## src/rtl/fft_spi_streamer.sv

```systemverilog
// Snapshots the FFT result bus on start_spi and shifts all words out over an SPI master (mode, bit order, cs framing by parameter).
// Latency: cs falls one clk after accept; the frame lasts about words*(2*MSB+3)*CLK_DIV clks; done is a one-cycle pulse at the end.
// Backpressure: none. start_spi is only sampled in IDLE and ignored while busy or done. FFT_SPI_HEADER_EN adds the A5/frame-count header words.
module fft_spi_streamer #(
    parameter int N           = 16,
    parameter int MSB         = 8,
    parameter int CLK_DIV     = 2,
    parameter int CPOL        = 0,
    parameter int CPHA        = 0,
    parameter int LSB_FIRST   = 0,
    parameter int CS_PER_WORD = 1
) (
    input  logic                 clk,
    input  logic                 rst,
    input  logic [N*2*MSB-1:0]   data_bus,
    input  logic                 start_spi,
    output logic                 busy,
    output logic                 done,
    output logic                 sclk,
    output logic                 mosi,
    output logic                 cs
);

`ifdef FFT_SPI_HEADER_EN
    localparam int HDR_WORDS = 2;
`else
    localparam int HDR_WORDS = 0;
`endif
    localparam int NW = 2*N + HDR_WORDS;
    localparam int IW = (NW > 1) ? $clog2(NW) : 1;
    localparam int BW = (MSB > 1) ? $clog2(MSB) : 1;
    localparam int HW = $clog2(2*MSB);
    localparam int DW = (CLK_DIV > 1) ? $clog2(CLK_DIV) : 1;

    localparam logic [IW-1:0] LAST_IDX  = IW'(NW-1);
    localparam logic [DW-1:0] DIV_LAST  = DW'(CLK_DIV-1);
    localparam logic [HW-1:0] HALF_LAST = HW'(2*MSB-1);
    localparam logic [BW-1:0] BIT_LAST  = BW'(MSB-1);
    localparam logic          P_CPOL    = (CPOL != 0);

    typedef enum logic [2:0] {S_IDLE, S_LEAD, S_SHIFT, S_TRAIL, S_GAP, S_DONE} state_t;

    state_t               r_state;
    logic [DW-1:0]        r_div;
    logic [HW-1:0]        r_half;
    logic [IW-1:0]        r_idx;
    logic [N*2*MSB-1:0]   r_snap;
    logic                 r_sclk;
    logic                 r_mosi;
    logic                 r_cs;
    logic                 r_busy;
    logic                 r_done;

    state_t               w_state_nxt;
    logic [DW-1:0]        w_div_nxt;
    logic [HW-1:0]        w_half_nxt;
    logic [IW-1:0]        w_idx_nxt;
    logic                 w_div_end;
    logic [BW-1:0]        w_k;
    logic [IW-1:0]        w_mux_idx;
    logic [BW-1:0]        w_mux_bit;
    logic [BW-1:0]        w_pos;
    logic                 w_mosi_en;
    logic [MSB-1:0]       w_word;
    logic [NW*MSB-1:0]    w_all;

`ifdef FFT_SPI_HEADER_EN
    localparam logic [MSB-1:0] HDR0 = MSB'(8'hA5);
    logic [MSB-1:0]       r_frame_cnt;
    // Header words sit below the snapshot so word 0 is H0 and word 1 is the frame count.
    assign w_all = {r_snap, r_frame_cnt, HDR0};
`else
    assign w_all = r_snap;
`endif

    assign w_div_end = (r_div == DIV_LAST);

    // Next-state and counter logic: LEAD -> SHIFT (2*MSB half periods per word) -> TRAIL -> GAP/DONE.
    always_comb begin
        w_state_nxt = r_state;
        w_div_nxt   = r_div;
        w_half_nxt  = r_half;
        w_idx_nxt   = r_idx;
        case (r_state)
            S_IDLE: begin
                if (start_spi) begin
                    w_state_nxt = S_LEAD;
                    w_div_nxt   = '0;
                    w_half_nxt  = '0;
                    w_idx_nxt   = '0;
                end
            end
            S_LEAD: begin
                if (w_div_end) begin
                    w_state_nxt = S_SHIFT;
                    w_div_nxt   = '0;
                    w_half_nxt  = '0;
                end else begin
                    w_div_nxt = r_div + DW'(1);
                end
            end
            S_SHIFT: begin
                if (w_div_end) begin
                    w_div_nxt = '0;
                    if (r_half == HALF_LAST) begin
                        w_half_nxt = '0;
                        // With cs held for the frame, words run back to back without leaving SHIFT.
                        if (r_idx == LAST_IDX || CS_PER_WORD != 0) begin
                            w_state_nxt = S_TRAIL;
                        end else begin
                            w_idx_nxt = r_idx + IW'(1);
                        end
                    end else begin
                        w_half_nxt = r_half + HW'(1);
                    end
                end else begin
                    w_div_nxt = r_div + DW'(1);
                end
            end
            S_TRAIL: begin
                if (w_div_end) begin
                    w_div_nxt   = '0;
                    w_state_nxt = (r_idx == LAST_IDX) ? S_DONE : S_GAP;
                end else begin
                    w_div_nxt = r_div + DW'(1);
                end
            end
            S_GAP: begin
                if (w_div_end) begin
                    w_div_nxt   = '0;
                    w_state_nxt = S_LEAD;
                    w_idx_nxt   = r_idx + IW'(1);
                end else begin
                    w_div_nxt = r_div + DW'(1);
                end
            end
            S_DONE: begin
                w_state_nxt = S_IDLE;
            end
            default: begin
                w_state_nxt = S_IDLE;
            end
        endcase
    end

    // Pick which word/bit mosi shows next cycle. Each bit period opens with the leading edge;
    // CPHA=0 moves to the following bit at the trailing edge, CPHA=1 at the leading edge.
    always_comb begin
        w_k       = w_half_nxt[HW-1:1];
        w_mux_idx = w_idx_nxt;
        w_mux_bit = '0;
        w_mosi_en = 1'b0;
        if (w_state_nxt == S_LEAD) begin
            w_mosi_en = (CPHA == 0);
        end else if (w_state_nxt == S_SHIFT) begin
            if (CPHA != 0 || !w_half_nxt[0]) begin
                w_mosi_en = 1'b1;
                w_mux_bit = w_k;
            end else if (w_k != BIT_LAST) begin
                w_mosi_en = 1'b1;
                w_mux_bit = w_k + BW'(1);
            end else if (CS_PER_WORD == 0 && w_idx_nxt != LAST_IDX) begin
                w_mosi_en = 1'b1;
                w_mux_idx = w_idx_nxt + IW'(1);
            end
        end
        w_pos  = (LSB_FIRST != 0) ? w_mux_bit : BIT_LAST - w_mux_bit;
        w_word = '0;
        for (int i = 0; i < NW; i++) begin
            if (w_mux_idx == IW'(i)) begin
                w_word = w_all[i*MSB +: MSB];
            end
        end
    end

    // State, counters, snapshot and registered pin drivers.
    always_ff @(posedge clk) begin
        if (rst) begin
            r_state <= S_IDLE;
            r_div   <= '0;
            r_half  <= '0;
            r_idx   <= '0;
            r_snap  <= '0;
            r_sclk  <= P_CPOL;
            r_mosi  <= 1'b0;
            r_cs    <= 1'b1;
            r_busy  <= 1'b0;
            r_done  <= 1'b0;
`ifdef FFT_SPI_HEADER_EN
            r_frame_cnt <= '0;
`endif
        end else begin
            r_state <= w_state_nxt;
            r_div   <= w_div_nxt;
            r_half  <= w_half_nxt;
            r_idx   <= w_idx_nxt;
            if (r_state == S_IDLE && start_spi) begin
                r_snap <= data_bus;
            end
            // Leading edge at the start of each bit period, so sclk idles at CPOL for the
            // second half of the last bit plus TRAIL before cs rises.
            r_sclk <= (w_state_nxt == S_SHIFT) ? (w_half_nxt[0] ? P_CPOL : ~P_CPOL) : P_CPOL;
            r_mosi <= w_mosi_en & w_word[w_pos];
            r_cs   <= !(w_state_nxt == S_LEAD || w_state_nxt == S_SHIFT || w_state_nxt == S_TRAIL);
            r_busy <= (w_state_nxt == S_LEAD || w_state_nxt == S_SHIFT ||
                       w_state_nxt == S_TRAIL || w_state_nxt == S_GAP);
            r_done <= (w_state_nxt == S_DONE);
`ifdef FFT_SPI_HEADER_EN
            if (r_state == S_DONE) begin
                r_frame_cnt <= r_frame_cnt + MSB'(1);
            end
`endif
        end
    end

    assign busy = r_busy;
    assign done = r_done;
    assign sclk = r_sclk;
    assign mosi = r_mosi;
    assign cs   = r_cs;

endmodule

```

## config.mk

```make
export PLATFORM = sky130hd
export DESIGN_NAME = fft_spi_streamer
export DESIGN_NICKNAME = d
export VERILOG_FILES = /design/src/rtl/fft_spi_streamer.sv
export SDC_FILE = /design/constraint.sdc
export NUM_CORES = 1
export LEC_CHECK = 0
export CORE_ASPECT_RATIO = 0.75
export CORE_MARGIN = 2
export CORE_UTILIZATION = 47
export CTS_CLUSTER_DIAMETER = 60
export DETAILED_ROUTE_END_ITERATION = 8
export PLACE_DENSITY = 0.78
export SKIP_LAST_GASP = 1
export SLEW_MARGIN = 10
export SYNTH_ARGS = -nofsm -noshare
export SYNTH_HDL_FRONTEND = slang
export SYNTH_SLANG_ARGS = --single-unit
```

## constraint.sdc

```tcl
create_clock -name clk -period 2.81 [get_ports clk]
set_input_delay 0.281 -clock clk [delete_from_list [all_inputs] [get_ports clk]]
set_output_delay 0.281 -clock clk [all_outputs]
set_load 0.01 [all_outputs]
```

Yosys cells after proc, flatten, opt, wreduce, memory -nomap -nowiden
Index checks and enable logic that the tools add are counted.

Multiplexer cells: 62. Reductions and logical operators: 11. Bitwise logic cells: 2. Order comparisons: 1. $add $sub $neg: 5. Equal/unequal tests: 44.

Operators with widths (count): 8-bit 2-to-1 mux (32); 5-bit == test (second input constant) (17); 5-bit by 4-bit == test with 1-bit output (second input constant) (8); 3-bit 2-to-1 mux (10); 5-bit by 3-bit == test with 1-bit output (second input constant) (4); 4-bit 2-to-1 mux (4); 3-bit case mux with 5 select lines (1); 3-bit by 2-bit == test with 1-bit output (second input constant) (4); 4-bit case mux with 3 select lines (1); 5-bit by 2-bit == test with 1-bit output (second input constant) (2); 5-bit 2-to-1 mux (2); 5-bit case mux with 2 select lines (1); 3-bit == test (second input constant) (3); 1-bit 2-to-1 mux (9); 3-bit by 1-bit == test with 1-bit output (second input constant) (2); 5-bit by 1-bit adder with 5-bit output (second input constant) (1); 5-bit by 1-bit == test with 1-bit output (second input constant) (1); 5-bit zero test (1); 4-bit by 1-bit adder with 4-bit output (second input constant) (1); 4-bit == test (second input constant) (1); 3-bit by 4-bit < comparator with 1-bit output (second input constant) (1); 4-bit OR reduction (1); 3-bit by 1-bit adder with 3-bit output (second input constant) (1); 1-bit binary-select mux with 3-bit select (1); other kinds (14) (16).

Logic and storage cells: 135. Register bits after elaboration: 274. Input port bits: 259. Output and inout port bits: 5.

Longest topological paths before layout
Word-level depth: 39. Gate-level depth with buffers: 16. Depth with buffers taken out: 14.

Worst setup path after synthesis
Ideal clock, no wire load.

Kind: reg2reg. Start: register r_idx[0]. End: register r_mosi (netlist: mosi). Cell stages (with the launch flop): 14. Arrival: 2877 ps. Library setup time: 133 ps. Buffers on the path: 1. Path slack: -201 ps. Path through: dfxtp_1 ha_1 and3_1 ha_1 nand2_1 and2_1 buf_2 o21ai_1 o2bb2ai_1 or4_1 a221oi_1 o221ai_1 o211ai_1 a22oi_1.

Longest elaborated chain between the ends: 39. Elaborated cells between the ends (all ways): 82. Classes of those cells: add/sub: 2; eq/ne: 34; mux: 44; bitwise: 1; reduce/logical: 1.

RTL lines: start, declared (line 46) `logic [IW-1:0] r_idx;`; start signal, assigned (line 196) `r_idx <= w_idx_nxt;`; 5-bit by 1-bit adder with 5-bit output (line 132) `w_idx_nxt = r_idx + IW'(1);`; 5-bit 2-to-1 mux (line 129) `if (w_div_end) begin`; 5-bit case mux with 2 select lines (line 84) `case (r_state)`; 5-bit zero test (line 170) `if (w_mux_idx == IW'(i)) begin`; 8-bit 2-to-1 mux (32 in series) (line 170); 1-bit binary-select mux with 3-bit select (line 203) `r_mosi <= w_mosi_en & w_word[w_pos];`; 1-bit 2-to-1 mux (not written as such) (line 203); 1-bit bitwise AND (*) (line 203); end signal, assigned (line 203); end, declared (line 49) `logic r_mosi;`.

Mark *: on every way between the ends. The rest lies on a longest branch, timed or not. The select of a mux whose other input is x is not followed. A chain may end at the register's enable or synchronous reset.

Worst setup path in the final report
Start: register r_state[1]. End: register r_mosi (netlist: mosi).

Elaborated cells between the ends (all ways): 94. Classes of those cells: add/sub: 2; eq/ne: 38; mux: 51; bitwise: 1; reduce/logical: 2.

RTL lines: start, declared (line 43) `state_t r_state;`; start signal, assigned (line 193) `r_state <= w_state_nxt;`; 3-bit by 2-bit == test with 1-bit output (tied with other cells) (line 84); 4-bit case mux with 3 select lines (*) (line 84); named net w_half_nxt[2] (line 56) `logic [HW-1:0] w_half_nxt;`; 3-bit by 1-bit adder with 3-bit output or 3-bit inequality test (tied branches) (line 161, 159); 3-bit 2-to-1 mux (line 159) `end else if (w_k != BIT_LAST) begin`; 3-bit 2-to-1 mux (line 156) `if (CPHA != 0 || !w_half_nxt[0]) begin`; 3-bit 2-to-1 mux (line 155) `end else if (w_state_nxt == S_SHIFT) begin`; 3-bit 2-to-1 mux (line 153) `if (w_state_nxt == S_LEAD) begin`; 3-bit subtractor (line 167) `w_pos = (LSB_FIRST != 0) ? w_mux_bit : BIT_LAST - w_mux_bit;`; 1-bit binary-select mux with 3-bit select (line 203); 1-bit 2-to-1 mux (not written as such) (line 203); 1-bit bitwise AND (*) (line 203).

The timed path passes the listed nets; every way through them passes the cells marked *. The select of a mux whose other input is x is not followed.

==> summary.md <==
| Metric | Value |
|---|---|
| Slew @ Worst Pin | `0.793 ns` |
| Final #Nets | `2407` |
| Max-slew violations | `0` |
| Period utilisation layout | `1.16` |
| Area Overhead vs Synth | `46.3%` |
| Reg2reg start | `r_state[1]` |
| Crit-path max FO | `7` |
| Drt wl/cell | `20.7 um` |
| CTS Buf Count | `27` |
| Htree depth | `1` |
| MaxCap Viol Count | `0` |
| CTS Hold Bufs | `0` |
| Initial Utilization | `0.474` |
| DR DRC count | `0` |
| Placed Area | `0.0171 mm2` |
| Critical path's slowest cell | `dfxtp_4` |
| Post-Synth Simple-Gate Area | `0.265` |
| Post-synth EDFFs | `0` |
| Netlist Area Pre-Place | `0.0127 mm2` |
| Initial DRC Count | `1414` |
| Routability cong. | `0.971` |
| Clk slew on worst S/H paths | `0.06 ns` |
| Crit-path max cell delay | `0.39 ns` |
| Startpoint Class | `flop` |
| CTS tree | `built` |
| Critical Path Start | `r_state[1]` |
| Synth Register Bits | `274` |
| Site Rows | `52` |
| Post-synthesis sequential area ratio | `0.431` |
| Final Hold Fails | `0` |
| Crit path DAT | `3.67 ns` |
| Mean Syn Cell Area | `7.27 um2` |
| Final WL | `52.0 mm` |
| Detailed Place HPWL | `38.9 mm` |
| Critical path required time | `3.23 ns` |
| Multiplexer area fraction after synthesis | `0.0165` |
| Clock net sink count | `274` |
| Outcome | `finished with violations` |
| First-pass GRT wire length | `78.3 mm` |
| Vias in the first global route | `13.8k` |
| Syn Inst Count | `1750` |
| Static Leak | `7.06 nW` |
| Die area | `0.0284 mm2` |
| Synth warn | `0` |
| Largest net degree at the start of global routing | `131` |
| DRT Pass-1 Iters | `6` |
| Post-Synth XOR/XNOR Area | `0.00207` |
| Detail Route Antenna Nets | `0` |
| Filler instances | `2165` |
| Crit-path leading delay family | `compound AO/OA/AOI/OAI gates` |
| Via density | `5.81` |
| Port Buffers | `263` |
| Cell variety after synth | `80` |
| Gr ovfl total | `0` |
| Tot GR Track Use | `0.352` |
| Layout cells sized above 1 | `0.171` |
| Via Count | `14.6k` |
| Fin worst setup slack | `-0.438 ns` |
| Largest cells by area after synthesis | `dfxtp_1 43%, nand2_1 19%, a21oi_1 12%, clkbuf_1 3.0%, nor2_1 1.8%` |
| RSZ-0062 raised after global routing | `yes` |
| Area leader, netlist | `dfxtp_1` |
| Net Count, Synth | `2014` |
| Failing checks | `setup timing` |
| Synth Area in Adders | `0.00492` |
| Final setup viols | `1` |
| Initial antenna violation count | `1` |
| Final instance area | `0.0186 mm2` |
| Clock tree buffer depth | `3` |
| Ys flop type | `dfxtp_1` |
| Die Wd | `194 um` |
| Worst-skew pair later-pin latency | `0.55 ns` |
| Clock root buffer | `clkbuf_16` |
| Number of diodes | `0` |
| Hold path start | `rst` |
| Area of the core | `0.0268 mm2` |
| Worst Hold Class | `in2reg` |
| Worst setup path class | `reg2reg` |
| Num ports | `264` |
| Total power | `0.00932 W` |
| Largest family of logic cells by synthesized area | `simple AND/OR/NAND/NOR gates` |
| Compound-cell area share of the yosys netlist | `0.233` |
| Asr flop ratio synth | `0` |
| Worst VDD drop | `451 uV` |
| Setup Skew | `0.00789 ns` |
| CP Capture Type | `flop` |
| Buf/Inv on CP | `3` |
| Pwr/cell area | `501 mW/mm2` |
| Slew HR | `0.471` |
| Fmax | `0.308 GHz` |
| Crit-path cells | `buf_12 > xor2_4 > a22oi_2 > o31ai_1 > o21a_1 > inv_1 > ha_1 > ha_1 > or2_2 > o211ai_1 > inv_1 > nor2_2 > nand4_1 > o311ai_2 > a22oi_1` |
| Yosys top cell area share | `0.431` |
| Period minus WS final | `3.25 ns` |
| Die Height | `146 um` |
-- synthesized netlist by cell type, types with 4 or more instances --
cell type    n
buf_2       23
mux2i_1     12
dfxtp_1    274
a21oi_1    295
o211ai_1    12
a21boi_0     4
nor4_1       6
nand3_1     42
a31oi_1     17
nand4_1     11
mux2_2       4
a311oi_1     7
nor2b_1      8
o31a_1       4
o21a_1       6
a211oi_1    14
inv_1        7
o22ai_1      9
nor3_1      14
o21ai_1      4
a32o_1       4
ha_1         5
a2111oi_0    9
nor2_1      61
nand2_1    628
o2bb2ai_1    4
a222oi_1     4
buf_4        4
o32ai_1      4
clkbuf_1   102
a311o_1      4
o21ai_0     40
buf_1        6
and3_1      18
a22oi_1      8
o31ai_1      4
-- per-layer routing --
metal | GRT usage | wire length, um | share of wire
met3 | 0.0679 | 5390 | 0.10
met1 | 0.539 | 24300 | 0.47
met5 | 0 | 13 | 0.00025
met2 | 0.508 | 21100 | 0.41
met4 | 0.0750 | 1150 | 0.022
-- worst paths after layout --
path	to	slack, ns	cells past startpoint
worst min-delay path	r_idx[1]	0.26	2
worst max register to register	mosi	-0.44	15
worst min register to register	r_snap[153]	0.45	2
worst max-delay path	mosi	-0.44	15
-- layout make-up --
type / count / area, um2 / area share
clock buffers: 38 / 767 / 0.0412
clock inverters: 11 / 126 / 0.00679
inverters: 7 / 26.3 / 0.00141
multi-input cells: 1332 / 7060 / 0.379
flip-flops and latches: 274 / 5500 / 0.296
well taps: 351 / 439 / 0.0236
repair buffers: 501 / 4680 / 0.252
-- where the power goes --
part           leakage, nW  switching [W]  internal [W]  total, W
clock                0.440        0.00156       0.00210   0.00366
sequential            2.25       0.000204       0.00414   0.00434
combinational         4.37       0.000662      0.000657   0.00132
-- timing repair --
action	4_1_cts	5_1_grt
gates resized for setup	82	19
buffers inserted	15	8
setup endpoints to repair	1	1
pin swaps	28	10
gates cloned	1	0
-- cell families (layout without fill, tap and decap cells) --
family                   count (synthesis)  count (layout)
AND/OR/NAND/NOR                        815             815
adder cells (fa/ha/maj)                  5               5
flip-flops                             274             274
AO/OA/AOI/OAI                          491             491
XOR/XNOR                                 3               3
buffers and inverters                  144             557
multiplexers                            18              18
-- metrics by stage --
stage / std cells / setup slack (ns) / util / setup TNS [ns] / hold slack [ns]
4_1_cts: 2506 / -0.218 / 0.688 / -0.218 / 0.248
6_report: 2514 / -0.438 / 0.694 / -0.438 / 0.255
3_3_place_gp: 2441 / -0.985 / 0.637 / -0.985 / 0.440
3_5_place_dp: 2441 / -0.930 / 0.637 / -0.930 / 0.445
2_1_floorplan: 1750 / 0.0115 / - / 0 / 0.391
5_1_grt: 2514 / -0.536 / 0.694 / -0.536 / 0.279
-- state kept, by name, indices dropped and copies added, names as in the netlist --
signal	cells
r_state	3
r_half	4
sclk	1
mosi	1
busy	1
r_idx	5
cs	1
r_snap	256
r_div	1
done	1
-- layout by cell type, fill, tap and decap left out, drive strengths merged, types with 12 or more instances in the layout --
cell type	count
nand2	628
buf	237
nor2	62
and3	18
dfxtp	274
a211oi	15
nand3	42
clkdlybuf4s50	262
o211ai	14
mux2i	12
a21oi	295
clkbuf	39
nor3	14
o21ai	44
a31oi	17
(Power assumes the default switching activity.)
